<file path="config.mk">
export PLATFORM = sky130hd
export DESIGN_NAME = pp_row_accumulator
export DESIGN_NICKNAME = d
export VERILOG_FILES = /design/src/rtl/pp_row_accumulator.sv
export SDC_FILE = /design/constraint.sdc
export NUM_CORES = 1
export LEC_CHECK = 0
export BUFFER_PORTS_ARGS = -buffer_cell sky130_fd_sc_hd__clkbuf_2
export CAP_MARGIN = 20
export CORE_MARGIN = 2
export CORE_UTILIZATION = 63
export DETAILED_ROUTE_END_ITERATION = 7
export PLACE_DENSITY = 0.85
export SYNTH_ARGS = -nofsm -noshare
export SYNTH_HDL_FRONTEND = slang
export SYNTH_SLANG_ARGS = --single-unit
export TNS_END_PERCENT = 50
</file>
<file path="constraint.sdc">
create_clock -name clk -period 12.8 [get_ports clk]
set_input_delay 2.56 -clock clk [delete_from_list [all_inputs] [get_ports clk]]
set_output_delay 2.56 -clock clk [all_outputs]
set_load 0.02 [all_outputs]
</file>
<file path="src/rtl/pp_row_accumulator.sv">
// pp_row_accumulator: serial partial-product row accumulator.
// Sums WIDTH shifted rows into a 2*WIDTH-bit unsigned product.
module pp_row_accumulator #(
  parameter int WIDTH = 16,
  parameter int CW    = 5
) (
  input  logic               clk,
  input  logic               rst,
  output logic [CW-1:0]      row_sel,
  input  logic               row_valid,
  output logic               row_ready,
  input  logic [WIDTH-1:0]   row_data,
  output logic               prod_valid,
  input  logic               prod_ready,
  output logic [2*WIDTH-1:0] prod_data,
  output logic               busy
);

  localparam int PW = 2 * WIDTH;

  typedef enum logic {
    ACCUM = 1'b0,
    DONE  = 1'b1
  } state_t;

  state_t        state_q;
  state_t        state_d;
  logic [PW-1:0] acc_q;
  logic [PW-1:0] acc_d;
  logic [CW-1:0] sel_q;
  logic [CW-1:0] sel_d;
  logic          busy_q;
  logic          busy_d;

  logic [PW-1:0] row_ext;
  logic [PW-1:0] row_shift;
  logic [CW-1:0] shamt;
  logic          row_fire;
  logic          last_row;

  // Row k lands at weight 2^(k-1); shift range is 0..WIDTH-1.
  assign shamt     = sel_q - CW'(1);
  assign row_ext   = {{WIDTH{1'b0}}, row_data};
  assign row_shift = row_ext << shamt;

  assign row_ready = (state_q == ACCUM);
  assign row_fire  = row_valid && row_ready;
  assign last_row  = (sel_q == CW'(WIDTH));

  assign prod_valid = (state_q == DONE);
  assign prod_data  = acc_q;
  assign row_sel    = sel_q;
  assign busy       = busy_q;

  // State and datapath registers.
  always_ff @(posedge clk) begin
    if (rst) begin
      state_q <= ACCUM;
      acc_q   <= '0;
      sel_q   <= CW'(1);
      busy_q  <= 1'b0;
    end else begin
      state_q <= state_d;
      acc_q   <= acc_d;
      sel_q   <= sel_d;
      busy_q  <= busy_d;
    end
  end

  // Next-state: accumulate rows, then hold product until taken.
  always_comb begin
    state_d = state_q;
    acc_d   = acc_q;
    sel_d   = sel_q;
    busy_d  = busy_q;
    unique case (state_q)
      ACCUM: begin
        if (row_fire) begin
          acc_d = acc_q + row_shift;
          if (last_row) begin
            state_d = DONE;
            sel_d   = CW'(1);
            busy_d  = 1'b0;
          end else begin
            sel_d  = sel_q + CW'(1);
            busy_d = 1'b1;
          end
        end
      end
      DONE: begin
        if (prod_ready) begin
          state_d = ACCUM;
          acc_d   = '0;
        end
      end
      default: begin
        state_d = ACCUM;
      end
    endcase
  end

endmodule

</file>
## Word level (Yosys, flattened, before mapping)

Index checks and enable logic that the tools add are counted.
W data, S select, Z words.

| storage, ports and cells | value |
|---|---|
| word-level logic and storage cells | 24 |
| bits in writable memories | 0 |
| memories | 0 |
| output and inout port bits | 40 |
| memory bits (read-only) | 0 |
| input port bits | 20 |
| register bits after elaboration | 39 |
| latch bits | 0 |

| cells by class | value |
|---|---|
| shift operators | 1 |
| multiplexer cells | 9 |
| add/sub/neg operators | 3 |
| reduce and logical (&&, ||, !) cells | 3 |
| $lt $le $gt $ge | 0 |
| div/mod/pow operators | 0 |
| bitwise operators | 1 |
| equal/unequal tests | 3 |
| multipliers | 0 |

Operators with widths:

| kind | count |
|---|---|
| $mux W32 | 2 |
| $pmux W32 S2 | 1 |
| $add A32 B32 Y32 | 1 |
| $shl A16 B5 Y32 | 1 |
| $add A5 B1 Y5 const B | 1 |
| $eq A5 B5 Y1 const B | 1 |
| $mux W5 | 1 |
| $sub A5 B1 Y5 const B | 1 |
| $mux W1 | 4 |
| $reduce_and A2 Y1 | 2 |
| $ne A2 B1 Y1 const B | 1 |
| $ne A2 B2 Y1 const B | 1 |
| $pmux W1 S2 | 1 |
| $logic_and A1 B1 Y1 | 1 |
| $not A1 Y1 | 1 |

## Depth between registers and ports, before layout

Gate-level depths: netlist (run 1).

| logic depth | value |
|---|---|
| depth in word-level cells | 5 |
| depth in mapped cells | 23 |
| depth with buffers taken out | 19 |

## Worst setup path after synthesis (run 1)

Ideal clock, no wire load.

| path | value |
|---|---|
| kind | input port to flip-flop |
| start | input row_data[15] |
| end | register acc_q[31], in the netlist prod_data[31] |
| library setup time | 0.122 ns |
| buffers on the path | 1 |
| data required time | 12.678 ns |
| setup slack | 7.387 ns |
| data arrival time | 5.292 ns |
| stages | 18 |
| cell sequence | mux2i_1 > nor2_1 > a31oi_1 > nor2_1 > a21oi_1 > nand2_1 > o21ai_0 > o22ai_1 > ha_1 > clkbuf_1 > a21o_1 > a21o_1 > a21oi_1 > o21ai_0 > a311oi_1 > nor3b_1 > mux2i_1 > a221o_1 |

| between the ends | value |
|---|---|
| word-level cells in the longest chain between the ends | 4 |

RTL lines:

| what | line | text |
|---|---|---|
| start: declaration | 12 | `input logic [WIDTH-1:0] row_data,` |
| $shl A16 B5 Y32 | 44 | `assign row_shift = row_ext << shamt;` |
| $add A32 B32 Y32 | 79 | `acc_d = acc_q + row_shift;` |
| $mux W32 | 78 | `if (row_fire) begin` |
| $pmux W32 S2 | 76 | `unique case (state_q)` |
| end signal: assignment | 59 | `acc_q <= '0;` |
| end signal: assignment | 64 | `acc_q <= acc_d;` |
| end: declaration | 28 | `logic [PW-1:0] acc_q;` |

Every way passes these cells. The select of a mux whose other input is x is not followed.
A chain may end at the register's enable or synchronous reset.

## Worst setup path after layout (run 1)

Same ends and word-level chain as after synthesis.

==> results of run 1 <==
## cells in the final DEF (no fill, tap or decap), drive strengths merged, types with 19 or more instances in the layout
cell	synthesis	layout
nor2	74	74
nand2	71	71
clkbuf	25	65
a21oi	54	54
dfxtp	39	39
o21ai	39	39
ha	34	34
mux2i	23	23
xnor2	21	21
a21o	19	19
## worst min-delay path, stage by stage (launching register included)
cell,delay [ns]
sky130_fd_sc_hd__dfxtp_1,0.34
sky130_fd_sc_hd__nand2_1,0.06
sky130_fd_sc_hd__o21ai_1,0.05
## area by class of cell
cell class	count	area share, %
tap	77	2.17
clock buffer	6	1.86
clock inverter	2	0.787
sequential	39	17.5
timing repair buffer	67	7.99
multi-input combinational	476	68.9
inverter	9	0.759
## state kept, by name, indices dropped and copies added, names as in the netlist
signal      cells
prod_valid      1
prod_data      32
busy            1
row_sel         5
## worst min path at each step
| stage | start | to | cells after the start |
|---|---|---|---|
| final | prod_data[27]$_SDFFE_PP0P_ | prod_data[27]$_SDFFE_PP0P_ | 2 |
| after global routing | prod_data[27]$_SDFFE_PP0P_ | prod_data[27]$_SDFFE_PP0P_ | 2 |
| after CTS | prod_data[27]$_SDFFE_PP0P_ | prod_data[27]$_SDFFE_PP0P_ | 2 |
| after detailed placement | prod_data[27]$_SDFFE_PP0P_ | prod_data[27]$_SDFFE_PP0P_ | 2 |
| after global placement | busy$_SDFFE_PP0P_ | busy$_SDFFE_PP0P_ | 2 |
| after floorplan | prod_data[25]$_SDFFE_PP0P_ | prod_data[25]$_SDFFE_PP0P_ | 2 |
## logic make-up (layout without fill, tap and decap cells)
logic type / Yosys count / in the layout
compound gates: 168 / 168
buf+inv: 39 / 84
mux: 32 / 32
simple gates: 208 / 208
fa+ha+maj: 35 / 35
xor+xnor: 33 / 33
flops: 39 / 39
## through the flow
| stage | worst slack (ns) | instances |
|---|---|---|
| global placement | 6.89 | 667 |
| global route | 6.68 | 676 |
| floorplan | 7.39 | 554 |
| finish | 6.95 | 676 |
| detailed placement | 6.78 | 667 |
| CTS | 7.05 | 675 |
## per-layer routing
| layer | vias to the layer above | routed length [um] |
|---|---|---|
| li1 | 2083 | - |
| met1 | 1955 | 4920 |
| met2 | 194 | 4990 |
| met3 | 29 | 963 |
| met4 | 0 | 287 |
| met5 | - | 0 |
## power groups by stage
stage	Combinational [mW]	Clock (mW)	Sequential, mW
5_1_grt	0.454	0.117	0.168
3_5_place_dp	0.401	0	0.168
2_1_floorplan	0.281	0	0.190
6_report	0.414	0.111	0.166
3_3_place_gp	0.394	0	0.167
4_1_cts	0.406	0.114	0.165
==> results.rst, run 1 <==
.. list-table::
   :header-rows: 1

   * - Metric
     - Value
   * - Outcome
     - completed
   * - Critical Path End
     - prod_data[31]$_SDFFE_PP0P_
   * - Row Count
     - 29
   * - Depth of the worst register-to-register path
     - 20
   * - Final weighted congestion of routability-driven global placement
     - 0.970
   * - Die outline height
     - 83.7 um
   * - Endpoint arrival time on the critical path
     - 6.05 ns
   * - Synth cell count leaders
     - sky130_fd_sc_hd__nor2_1 (73), sky130_fd_sc_hd__nand2_1 (71), sky130_fd_sc_hd__a21oi_1 (54)
   * - Total global-route track usage
     - 32.2%
   * - Pwr Density
     - 155 nW/um2
   * - Internal cell power
     - 364 uW
   * - Reg-to-reg setup timing slack
     - 7.18 ns
   * - Total CTS buffers
     - 5
   * - P_leak
     - 2.12 nW
   * - Via count of the routed design
     - 4261
   * - DRT Wirelength
     - 11.2 mm
   * - Compound-cell area share of the yosys netlist
     - 25.8%
   * - Clock tree from TritonCTS
     - done
   * - # resized after CTS
     - 0
   * - Max-Slew Margin vs Limit
     - 26.8%
   * - Met2 routing resource usage after global routing
     - 50.6%
   * - Synthesized net count
     - 609
   * - Number of global-route vias before repair
     - 3936
   * - Minimum hold slack
     - 0.484 ns
   * - Count of cell types in the netlist
     - 51
   * - Share of the clock period used by the worst path after layout
     - 45.7%
   * - Share of layout cells above drive strength 1
     - 15.2%
   * - HPWL after detailed placement
     - 8.53 mm
   * - Logic gate share of total power
     - 59.9%
   * - Sinks on Clock Net
     - 39
   * - Area enclosed by the die boundary
     - 7010 um2
   * - N_diodes
     - 0
   * - Top Usage Layer GRT
     - met2
   * - Number of DRC violations after detailed-routing iteration 0
     - 524
   * - Met1 Track Usage GR
     - 44.5%
   * - Hold violation total from the final report
     - 0
   * - Final net count
     - 653
   * - Sequential cell area in the final layout
     - 781 um2
   * - Number of antenna violations at the first check in global routing
     - 0
   * - Total power draw
     - 691 uW
   * - Share of synthesized cell area in full adder, half adder and majority cells
     - 11.1%
   * - Dominant combinational cell family by area after synthesis
     - compound AO/OA/AOI/OAI gates
   * - Proportion of power drawn by the clock network
     - 16.1%
   * - Count of buffers inserted at the top-level ports
     - 59
   * - WP buf/inv
     - 1
   * - Area used by multi-input combinational logic
     - 3070 um2
   * - Per-instance average area after synthesis
     - 7.22 um2
   * - Number of synthesized register bits
     - 39
   * - Slowest cell delay on critical path
     - 0.49 ns
   * - Min Clock Period, post-route
     - 5.85 ns
   * - H-tree levels
     - 2
   * - Largest delay share family, worst path
     - compound AO/OA/AOI/OAI gates
   * - Starting density of the core
     - 64.1%
   * - Total setup violations reported at the end of the flow
     - 0
   * - Most common cell in the netlist
     - sky130_fd_sc_hd__nor2_1
   * - Xor/xnor share of the synthesized area
     - 7.22%
   * - Fmax achieved
     - 171 MHz
   * - Die boundary width
     - 83.7 um
   * - Share of synthesized cell area in and, or, nand and nor gates
     - 23.3%
   * - Final ANT Viol Nets
     - 0
   * - Worst min-delay path category
     - reg -> reg
   * - Met3 Usage GRT
     - 5.04%
   * - Pin slew with the least headroom to its limit
     - 1.09 ns
   * - Kind of capture point of the worst setup path
     - flip-flop
   * - Reg2reg start
     - row_sel[0]$_SDFFE_PP1P_
   * - Number of hold-repair buffers added at the cts stage
     - 0
   * - Number of instances in the synthesized netlist
     - 554
   * - Fillers
     - 559
   * - Worst Setup Start Kind
     - input pin
   * - Max-Cap Viols
     - 0
   * - Cell at the slowest stage of the critical path
     - sky130_fd_sc_hd__a311oi_1
   * - Pin count of the biggest net entering global routing
     - 29
   * - Share of synthesized flip-flops with an asynchronous set or reset
     - 0%
   * - Top FF cell, synth
     - sky130_fd_sc_hd__dfxtp_1
   * - Sequential share of power
     - 24.0%
   * - Total negative slack
     - 0 ns
   * - Setup repair after global routing missed its margin
     - false
   * - Area of the placeable core
     - 6240 um2
   * - Drt drc
     - 0
   * - Final standard cell area without fillers
     - 4450 um2
   * - EDFF count, synth
     - 0
   * - Mapped Area
     - 4000 um2
   * - Critical Path Start
     - row_data[15]
   * - Top cells by area, synth
     - sky130_fd_sc_hd__dfxtp_1 (20%), sky130_fd_sc_hd__ha_1 (11%), sky130_fd_sc_hd__nor2_1 (6.8%), sky130_fd_sc_hd__a21oi_1 (6.8%), sky130_fd_sc_hd__nand2_1 (6.7%)
   * - Highest net fanout along the worst path
     - 7
   * - First-pass DRT Iterations
     - 5
   * - End-of-flow core utilization
     - 71.3%
   * - Global-route wire length before repair
     - 18.8 mm
   * - Class of the most critical setup path
     - in -> reg
   * - Fraction of the yosys area taken by sequential cells
     - 19.5%
   * - Switching power
     - 327 uW
   * - Setup bufs post-CTS
     - 0
   * - Synth-to-Final Area Change
     - 11.2%
   * - Maximum VDD drop
     - 116 uV
   * - Insertion delay of the later-clocked pin in the worst-skew pair
     - 0.30 ns
   * - Worst endpoint required time
     - 13.00 ns
   * - Reg-to-reg critical path endpoint
     - prod_data[31]$_SDFFE_PP0P_
   * - Post-DR wirelength/cell
     - 16.5 um
   * - Overflow after GRT
     - 0
   * - Switching part of the total
     - 47.3%
   * - Leading area contributor after synthesis
     - sky130_fd_sc_hd__dfxtp_1
   * - Number of stages on the worst setup path
     - 18
   * - Clock Tree Buf Depth
     - 2
   * - Clock Skew
     - 0.00801 ns
   * - Placed instance area
     - 4320 um2
   * - Syn. warnings
     - 0
   * - Final Max Slew Viols
     - 0
   * - Multiplexer share of the synthesized area
     - 9.13%
   * - Proportion of netlist area held by the largest area contributor
     - 19.5%
   * - CTS Root Cell
     - sky130_fd_sc_hd__clkbuf_8
   * - Vias per cell
     - 6.30
   * - Cell Chain, Critical Path
     - clkbuf_2 -> mux2i_1 -> nor2_1 -> a31oi_1 -> nor2_1 -> a21oi_1 -> nand2_1 -> o21ai_0 -> o22ai_1 -> ha_1 -> a21o_1 -> a21o_1 -> a21oi_1 -> o21ai_0 -> a311oi_1 -> nor3b_1 -> mux2i_1 -> a221o_1
   * - Clock Pin Slew Worst Setup and Hold Paths
     - 0.09 ns
   * - Number of primary I/O pins
     - 60
Note: power is estimated with default switching activity, not from simulation.
==> run 2: changes to the inputs <==
Settings changed: ABC_AREA from default to 1, CORE_UTILIZATION 63 to 54, PLACE_DENSITY 0.85 to 0.76.
Clock period 12.8 ns to 4.9 ns, I/O delays scaled along.
==> run 2 against run 1 <==
Net effect:
- register-to-register slack lost 6.5 ns
- cell area grew 11%
- setup slack lost 6.3 ns
- global-route usage grew 0.37 points
- area after synthesis grew 13%
- synthesized cell count grew 43%
- largest cell class unchanged
==> results.rst, run 2 <==
.. list-table::
   :header-rows: 1

   * - Metric
     - Value
   * - Clock Tree Buf Depth
     - 2 (unchanged)
   * - Per-instance average area after synthesis
     - 5.74 um2 (-21%)
   * - Count of buffers inserted at the top-level ports
     - 59 (unchanged)
   * - Final net count
     - 890 (+36%)
   * - Slowest cell delay on critical path
     - 0.55 ns (+0.06 ns)
   * - CTS Root Cell
     - sky130_fd_sc_hd__clkbuf_8
   * - Switching power
     - 865 uW (+160%)
   * - Fraction of the yosys area taken by sequential cells
     - 17.2% (-2.3 points)
   * - DRT Wirelength
     - 14.4 mm (+29%)
   * - Die outline height
     - 95.7 um (+14%)
   * - Maximum VDD drop
     - 209 uV (+81%)
   * - Row Count
     - 33 (+14%)
   * - H-tree levels
     - 2 (unchanged)
   * - WP buf/inv
     - 4 (+3)
   * - Placed instance count
     - 933 (+40%)
   * - First-pass DRT Iterations
     - 5 (unchanged)
   * - Total CTS buffers
     - 5 (unchanged)
   * - Commonest non-fill, non-tap cell in the layout
     - sky130_fd_sc_hd__nand2_1
   * - Global-route wire length before repair
     - 23.3 mm (+24%)
   * - Area enclosed by the die boundary
     - 9150 um2 (+31%)
   * - Insertion delay of the later-clocked pin in the worst-skew pair
     - 0.31 ns (about the same)
   * - Setup repair after global routing missed its margin
     - false
   * - Pin slew with the least headroom to its limit
     - 0.857 ns (-0.237 ns)
   * - Multiplexer share of the synthesized area
     - 0.221% (-8.9 points)
   * - Worst Setup Start Kind
     - flip-flop
   * - Share of the clock period used by the worst path after layout
     - 86.1%
   * - Min Clock Period, post-route
     - 4.22 ns
   * - Number of primary I/O pins
     - 60 (unchanged)
   * - Number of antenna violations at the first check in global routing
     - 0 (unchanged)
   * - Worst endpoint required time
     - 5.12 ns (-7.88 ns)
   * - Total setup violations reported at the end of the flow
     - 0 (unchanged)
   * - Met1 Routed Length
     - 6.66 mm (+35%)
   * - Endpoint arrival time on the critical path
     - 4.44 ns (-1.61 ns)
   * - Dominant combinational cell family by area after synthesis
     - simple AND/OR/NAND/NOR gates
   * - Critical hold path startpoint
     - prod_data[6]$_SDFFE_PP0P_
   * - Cell Chain, Critical Path
     - inv_4 -> ha_1 -> inv_1 -> nand2_1 -> nand2_2 -> clkinv_1 -> o21ai_0 -> inv_1 -> nand2_1 -> o21ai_0 -> nor2_1 -> ha_1 -> a21oi_1 -> o21ai_0 -> a21oi_1 -> nor2_1 -> nor2_1 -> nand2_1 -> nand2_1 -> nand3_1 -> a21oi_1
   * - Pwr Density
     - 356 nW/um2 (+130%)
   * - Overflow after GRT
     - 0 (unchanged)
   * - Mapped Area
     - 4540 um2 (+13%)
   * - Hold violation total from the final report
     - 0 (unchanged)
   * - Met3 wire length
     - 716 um (-26%)
   * - Class of the most critical setup path
     - reg -> reg
   * - Proportion of power drawn by the clock network
     - 19.8% (+3.7 points)
   * - Setup bufs post-CTS
     - 0 (unchanged)
   * - Critical path's most frequent cell
     - sky130_fd_sc_hd__nand2_1
   * - Share of synthesized cell area in and, or, nand and nor gates
     - 42.1% (+19 points)
   * - Reg-to-reg critical path endpoint
     - prod_data[28]$_SDFFE_PP0P_
   * - Starting density of the core
     - 55.5% (-8.6 points)
   * - Xor/xnor share of the synthesized area
     - 0.193% (-7.0 points)
   * - Syn. warnings
     - 0 (unchanged)
   * - P_leak
     - 2.45 nW (+16%)
   * - Clock Skew
     - 0.0161 ns (+0.00807 ns)
   * - Reg-to-reg setup timing slack
     - 0.68 ns (-6.50 ns)
   * - Clock Pin Slew Worst Setup and Hold Paths
     - 0.10 ns (about the same)
   * - HPWL after detailed placement
     - 11.4 mm (+34%)
   * - Synth-to-Final Area Change
     - 9.10%
   * - Proportion of netlist area held by the largest area contributor
     - 21.4% (+1.9 points)
   * - Final Max Slew Viols
     - 0 (unchanged)
   * - Total global-route track usage
     - 32.6% (+0.37 points)
   * - Most common cell in the netlist
     - sky130_fd_sc_hd__nand2_1
   * - Logic gate share of total power
     - 56.9% (-3.0 points)
   * - Kind of capture point of the worst setup path
     - flip-flop
   * - Number of DRC violations after detailed-routing iteration 0
     - 306 (-42%)
   * - Routed wire length on met2
     - 6.57 mm (+32%)
   * - Worst min-delay path category
     - reg -> reg
   * - Reg2reg start
     - row_sel[0]$_SDFFE_PP1P_
   * - Share of synthesized flip-flops with an asynchronous set or reset
     - 0% (unchanged)
   * - Max-Slew Margin vs Limit
     - 42.8% (+16 points)
   * - Largest delay share family, worst path
     - compound AO/OA/AOI/OAI gates
   * - Max FFs per register
     - 32 (unchanged)
   * - Highest net fanout along the worst path
     - 20 (+13)
   * - Internal cell power
     - 898 uW (+150%)
   * - # resized after CTS
     - 0 (unchanged)
   * - Via count of the routed design
     - 5274 (+24%)
   * - Number of instances in the synthesized netlist
     - 791 (+43%)
   * - Worst hold stages
     - 2 (unchanged)
   * - Fmax achieved
     - 237 MHz
   * - Switching part of the total
     - 49.1% (+1.7 points)
   * - Number of hold-repair buffers added at the cts stage
     - 0 (unchanged)
   * - Pin count of the biggest net entering global routing
     - 37 (+28%)
   * - Max-Cap Viols
     - 0 (unchanged)
   * - Leading cell types in the layout, fill and taps excluded
     - sky130_fd_sc_hd__nand2_1 (259), sky130_fd_sc_hd__nor2_1 (83), sky130_fd_sc_hd__a21oi_1 (75)
   * - Leading area contributor after synthesis
     - sky130_fd_sc_hd__nand2_1
   * - Number of synthesized register bits
     - 39 (unchanged)
   * - Drt drc
     - 0 (unchanged)
   * - Sequential share of power
     - 23.3% (-0.7 points)
   * - Final weighted congestion of routability-driven global placement
     - 1.01 (+4.2%)
   * - Top cells by area, synth
     - sky130_fd_sc_hd__nand2_1 (21%), sky130_fd_sc_hd__dfxtp_1 (17%), sky130_fd_sc_hd__ha_1 (9.4%), sky130_fd_sc_hd__a21oi_1 (8.3%), sky130_fd_sc_hd__nand3_1 (7.4%)
   * - Vias per cell
     - 5.60 (-11%)
   * - N_diodes
     - 0 (unchanged)
   * - Synthesized net count
     - 846 (+39%)
   * - Minimum hold slack
     - 0.491 ns (+0.00718 ns)
   * - Top FF cell, synth
     - sky130_fd_sc_hd__dfxtp_1
   * - Count of cell types in the netlist
     - 44 (-14%)
   * - Final ANT Viol Nets
     - 0 (unchanged)
   * - EDFF count, synth
     - 0 (unchanged)
   * - Sinks on Clock Net
     - 39 (unchanged)
   * - Clock tree from TritonCTS
     - done
   * - Synth cell count leaders
     - sky130_fd_sc_hd__nand2_1 (259), sky130_fd_sc_hd__nor2_1 (83), sky130_fd_sc_hd__a21oi_1 (75)
   * - Number of non-filler instances in the completed layout
     - 941 (+39%)
   * - Outcome
     - completed
   * - Number of global-route vias before repair
     - 4868 (+24%)
   * - Highest signal layer in the routed design
     - met4
   * - Hold-critical path endpoint
     - prod_data[6]$_SDFFE_PP0P_
   * - Cell at the slowest stage of the critical path
     - sky130_fd_sc_hd__clkinv_1
   * - Area of the placeable core
     - 8180 um2 (+31%)
   * - Post-DR wirelength/cell
     - 15.3 um (-7.1%)
   * - Die boundary width
     - 95.7 um (+14%)
   * - Share of synthesized cell area in full adder, half adder and majority cells
     - 9.82% (-1.3 points)
   * - Compound-cell area share of the yosys netlist
     - 20.3% (-5.5 points)
   * - Share of layout cells above drive strength 1
     - 12.9% (-2.3 points)
   * - Total negative slack
     - 0 ns (unchanged)
   * - Depth of the worst register-to-register path
     - 21 (+5.0%)
[run 2: cell types whose count changed after synthesis, moves of 11 or more]
cell,change
sky130_fd_sc_hd__nand2_1,+188
sky130_fd_sc_hd__inv_1,+58
sky130_fd_sc_hd__nand3_1,+54
sky130_fd_sc_hd__mux2i_1,-22
sky130_fd_sc_hd__a21oi_1,+21
sky130_fd_sc_hd__xnor2_1,-21
sky130_fd_sc_hd__clkbuf_1,-19
sky130_fd_sc_hd__a21o_1,-16
sky130_fd_sc_hd__o21ai_1,+12
sky130_fd_sc_hd__a22oi_1,-11
sky130_fd_sc_hd__xor2_1,-11
[run 2: worst max-delay path by stage]
stage / from / end / slack, ns / depth (start not counted)
2_1_floorplan: row_sel[0]$_SDFFE_PP1P_ / prod_data[19]$_SDFFE_PP0P_ / 1.43 / 20
3_3_place_gp: row_sel[0]$_SDFFE_PP1P_ / prod_data[29]$_SDFFE_PP0P_ / 0.83 / 20
3_5_place_dp: row_sel[0]$_SDFFE_PP1P_ / prod_data[29]$_SDFFE_PP0P_ / 0.80 / 20
4_1_cts: row_sel[0]$_SDFFE_PP1P_ / prod_data[28]$_SDFFE_PP0P_ / 0.74 / 21
5_1_grt: row_sel[0]$_SDFFE_PP1P_ / prod_data[28]$_SDFFE_PP0P_ / 0.23 / 20
6_report: row_sel[0]$_SDFFE_PP1P_ / prod_data[28]$_SDFFE_PP0P_ / 0.68 / 21
[run 2: per-layer routing]
metal / GRT usage, % / up-vias
met3: 3.64 / 39
met4: 12.3 / 0
met2: 55.9 / 176
li1: - / 2713
met5: 0 / -
met1: 41.8 / 2346
[run 2: kinds of logic (layout without fill, tap and decap cells)]
kind of cell,count (synthesis),count (layout)
and+or+nand+nor,453,453
AOI/OAI and AO/OA,162,162
buffers and inverters,100,145
DFF,39,39
adders and majority gates,35,35
xor gates and xnor gates,1,1
muxes,1,1
[run 2: worst min-delay path, delay by kind of cell (launching register included)]
family	cells	cell delay, ns
AND/OR/NAND/NOR	1	0.06
flip-flops	1	0.34
AO/OA/AOI/OAI	1	0.05
[run 2: final cells by class]
class                           instances  area (um2)
Sequential cell                        39         781
Tap cell                              105         131
Timing Repair Buffer                   62         318
Inverter                               75         284
Multi-Input combinational cell        652        3300
Clock buffer                            5        68.8
Fill cell                             863        3220
Clock inverter                          3        71.3
[run 2: power by group through the flow]
stage          Sequential (mW)  Clock, mW  Combinational [mW]
2_1_floorplan            0.462          0               0.683
3_3_place_gp             0.415          0               0.972
3_5_place_dp             0.416          0               0.981
4_1_cts                  0.409      0.351               0.986
5_1_grt                  0.416      0.358                1.12
6_report                 0.411      0.350                1.00
[run 2: metrics by stage]
stage	setup slack (ns)	util [%]	power (mW)	cell area, um2
5_1_grt	0.227	60.6	1.89	4950
2_1_floorplan	1.43	-	1.14	4540
6_report	0.679	60.6	1.76	4950
4_1_cts	0.743	60.6	1.75	4950
3_3_place_gp	0.832	58.8	1.39	4810
3_5_place_dp	0.801	58.8	1.40	4810
==> run 3: changes to the inputs <==
Settings changed: CORE_MARGIN 2 to 5.
==> run 3 against run 2 <==
Net effect:
- hold slack got worse by 0.0027 ns
- clock skew fell by 0.0074 ns
- non-clock buffer count decreased by 1
- wire length rose by 3.7%
- clock-buffer cell count unchanged
- first-iteration DRC count up 0.65%
- highest routed layer unchanged
- critical endpoint unchanged
- sequential share of layout area increased by 0.076 points
- sequential power about the same
- critical path depth unchanged
- sequential cell count unchanged
- critical path type unchanged
==> results.rst, run 3 (synthesis gave the netlist of run 2 again) <==
.. list-table::
   :header-rows: 1

   * - Metric
     - Value
   * - Number of primary I/O pins
     - 60 (unchanged)
   * - Critical path's most frequent cell
     - sky130_fd_sc_hd__nand2_1
   * - H-tree levels
     - 2 (unchanged)
   * - Highest net fanout along the worst path
     - 20 (unchanged)
   * - Critical Path Start
     - row_sel[0]$_SDFFE_PP1P_
   * - DRT Wirelength
     - 15.0 mm (+3.7%)
   * - Max FFs per register
     - 32 (unchanged)
   * - Final Max Slew Viols
     - 0 (unchanged)
   * - First-pass DRT Iterations
     - 5 (unchanged)
   * - Pin slew with the least headroom to its limit
     - 0.976 ns (+0.118 ns)
   * - Critical hold path startpoint
     - prod_data[5]$_SDFFE_PP0P_
   * - Total negative slack
     - 0 ns (unchanged)
   * - Clock tree from TritonCTS
     - done
   * - Insertion delay of the later-clocked pin in the worst-skew pair
     - 0.31 ns (about the same)
   * - Clock Pin Slew Worst Setup and Hold Paths
     - 0.10 ns (about the same)
   * - Max-Slew Margin vs Limit
     - 34.8% (-8.0 points)
   * - Cell at the slowest stage of the critical path
     - sky130_fd_sc_hd__clkinv_1
   * - Drt drc
     - 0 (unchanged)
   * - Share of the clock period used by the worst path after layout
     - 88.5% (+2.3 points)
   * - Total global-route track usage
     - 29.0% (-3.5 points)
   * - Maximum VDD drop
     - 224 uV (+7.2%)
   * - Sequential share of power
     - 24.0% (+0.7 points)
   * - Die boundary width
     - 102 um (+6.3%)
   * - Min Clock Period, post-route
     - 4.34 ns (+0.114 ns)
   * - End-of-flow core utilization
     - 60.0% (-0.59 points)
   * - Reg-to-reg setup timing slack
     - 0.56 ns (-0.11 ns)
   * - Pin count of the biggest net entering global routing
     - 37 (unchanged)
   * - Cell Chain, Critical Path
     - inv_4 -> ha_1 -> inv_1 -> nand2_1 -> nand2_2 -> clkinv_1 -> o21ai_0 -> inv_1 -> nand2_1 -> o21ai_0 -> nor2_1 -> ha_1 -> a21oi_1 -> o21ai_0 -> a21oi_1 -> nor2_1 -> nor2_1 -> nand2_1 -> nand2_1 -> nand3_1 -> a21oi_1
   * - Synth-to-Final Area Change
     - 8.57%
   * - Row Count
     - 33 (unchanged)
   * - Sinks on Clock Net
     - 39 (unchanged)
   * - Setup repair after global routing missed its margin
     - false
   * - Setup bufs post-CTS
     - 0 (unchanged)
   * - Logic gate share of total power
     - 58.6% (+1.7 points)
   * - Starting density of the core
     - 55.2% (-0.28 points)
   * - Worst min-delay path category
     - reg -> reg
   * - Total power draw
     - 1.71 mW (-2.9%)
   * - Number of DRC violations after detailed-routing iteration 0
     - 308 (+0.65%)
   * - Die outline height
     - 102 um (+6.3%)
   * - Number of non-filler instances in the completed layout
     - 940 (-0.11%)
   * - Switching part of the total
     - 50.6% (+1.5 points)
   * - Worst Setup Start Kind
     - flip-flop
   * - Share of layout cells above drive strength 1
     - 12.8% (-0.10 points)
   * - Slowest cell delay on critical path
     - 0.54 ns (about the same)
   * - HPWL after detailed placement
     - 11.8 mm (+3.0%)
   * - Number of hold-repair buffers added at the cts stage
     - 0 (unchanged)
   * - Count of buffers inserted at the top-level ports
     - 59 (unchanged)
   * - Class of the most critical setup path
     - reg -> reg
   * - Commonest non-fill, non-tap cell in the layout
     - sky130_fd_sc_hd__nand2_1
   * - Reg2reg start
     - row_sel[0]$_SDFFE_PP1P_
   * - N_diodes
     - 0 (unchanged)
   * - Post-DR wirelength/cell
     - 15.9 um (+3.8%)
   * - Total setup violations reported at the end of the flow
     - 0 (unchanged)
   * - P_leak
     - 2.44 nW (-0.58%)
   * - Proportion of power drawn by the clock network
     - 17.4% (-2.4 points)
   * - Internal cell power
     - 847 uW (-5.8%)
   * - Final ANT Viol Nets
     - 0 (unchanged)
   * - Endpoint arrival time on the critical path
     - 4.56 ns (+0.12 ns)
   * - Number of global-route vias before repair
     - 4883 (+0.31%)
   * - CTS Root Cell
     - sky130_fd_sc_hd__clkbuf_8
   * - Kind of capture point of the worst setup path
     - flip-flop
   * - Final weighted congestion of routability-driven global placement
     - 0.974 (-3.7%)
   * - Clock Skew
     - 0.00869 ns (-0.00739 ns)
   * - Switching power
     - 867 uW (+0.14%)
   * - Placed instance count
     - 932 (-0.11%)
   * - Leading cell types in the layout, fill and taps excluded
     - sky130_fd_sc_hd__nand2_1 (259), sky130_fd_sc_hd__nor2_1 (83), sky130_fd_sc_hd__a21oi_1 (75)
   * - Area enclosed by the die boundary
     - 10300 um2 (+13%)
   * - Fillers
     - 849 (-1.6%)
   * - Number of antenna violations at the first check in global routing
     - 0 (unchanged)
   * - Via count of the routed design
     - 5331 (+1.1%)
   * - Fmax achieved
     - 231 MHz (-2.6%)
   * - Max-Cap Viols
     - 0 (unchanged)
   * - Worst endpoint required time
     - 5.12 ns (about the same)
   * - Hold violation total from the final report
     - 0 (unchanged)
   * - Total CTS buffers
     - 5 (unchanged)
   * - Vias per cell
     - 5.67 (+1.2%)
   * - Global-route wire length before repair
     - 23.9 mm (+2.6%)
   * - Outcome
     - completed
   * - Final net count
     - 889 (-0.11%)
   * - Overflow after GRT
     - 0 (unchanged)
   * - Area of the placeable core
     - 8220 um2 (+0.51%)
   * - Pwr Density
     - 348 nW/um2 (-2.4%)
   * - Clock Tree Buf Depth
     - 2 (unchanged)
   * - # resized after CTS
     - 0 (unchanged)
## run 3: worst max-delay path, delay by kind of cell, from the launching register on
family	cells	cell delay, ns
flip-flops	1	0.39
AO/OA/AOI/OAI	6	1.32
buffers and inverters	4	0.80
adder cells (fa/ha/maj)	2	0.60
AND/OR/NAND/NOR	9	1.14
## run 3: worst paths after layout
path / endpoint / cells after the start
hold / removal: prod_data[5]$_SDFFE_PP0P_ / 2
setup reg to reg: prod_data[28]$_SDFFE_PP0P_ / 21
hold reg to reg: prod_data[5]$_SDFFE_PP0P_ / 2
setup / recovery: prod_data[28]$_SDFFE_PP0P_ / 21
## run 3: final cells by class
| class | instances | area [um2] | share of cell area (%) |
|---|---|---|---|
| multi-input combinational | 652 | 3300 | 67.1 |
| sequential | 39 | 781 | 15.8 |
| clock inverter | 3 | 47.5 | 0.965 |
| inverter | 75 | 284 | 5.76 |
| timing repair buffer | 61 | 310 | 6.30 |
| clock buffer | 5 | 68.8 | 1.40 |
| tap | 105 | 131 | 2.67 |
## run 3: power groups by stage
| stage | clock network (mW) | registers, mW | logic [mW] |
|---|---|---|---|
| after floorplan | 0 | 0.462 | 0.683 |
| after CTS | 0.306 | 0.409 | 0.987 |
| after global routing | 0.321 | 0.417 | 1.11 |
| after global placement | 0 | 0.416 | 0.972 |
| after detailed placement | 0 | 0.416 | 0.983 |
| final | 0.299 | 0.410 | 1.00 |
## run 3: stage by stage
stage,cell area [um2],setup WS [ns],hold WS (ns)
2_1_floorplan,4540,1.43,0.552
3_3_place_gp,4810,0.756,0.464
3_5_place_dp,4810,0.684,0.479
4_1_cts,4930,0.637,0.493
5_1_grt,4930,0.0508,0.521
6_report,4930,0.565,0.489
## run 3: per-layer routing
metal	global-route usage [%]	vias to the layer above	part of all wire (%)
met5	0	-	0
met4	12.2	0	3.9
met3	4.27	37	7.0
met2	47.9	194	45
met1	37.8	2401	44
li1	-	2699	-
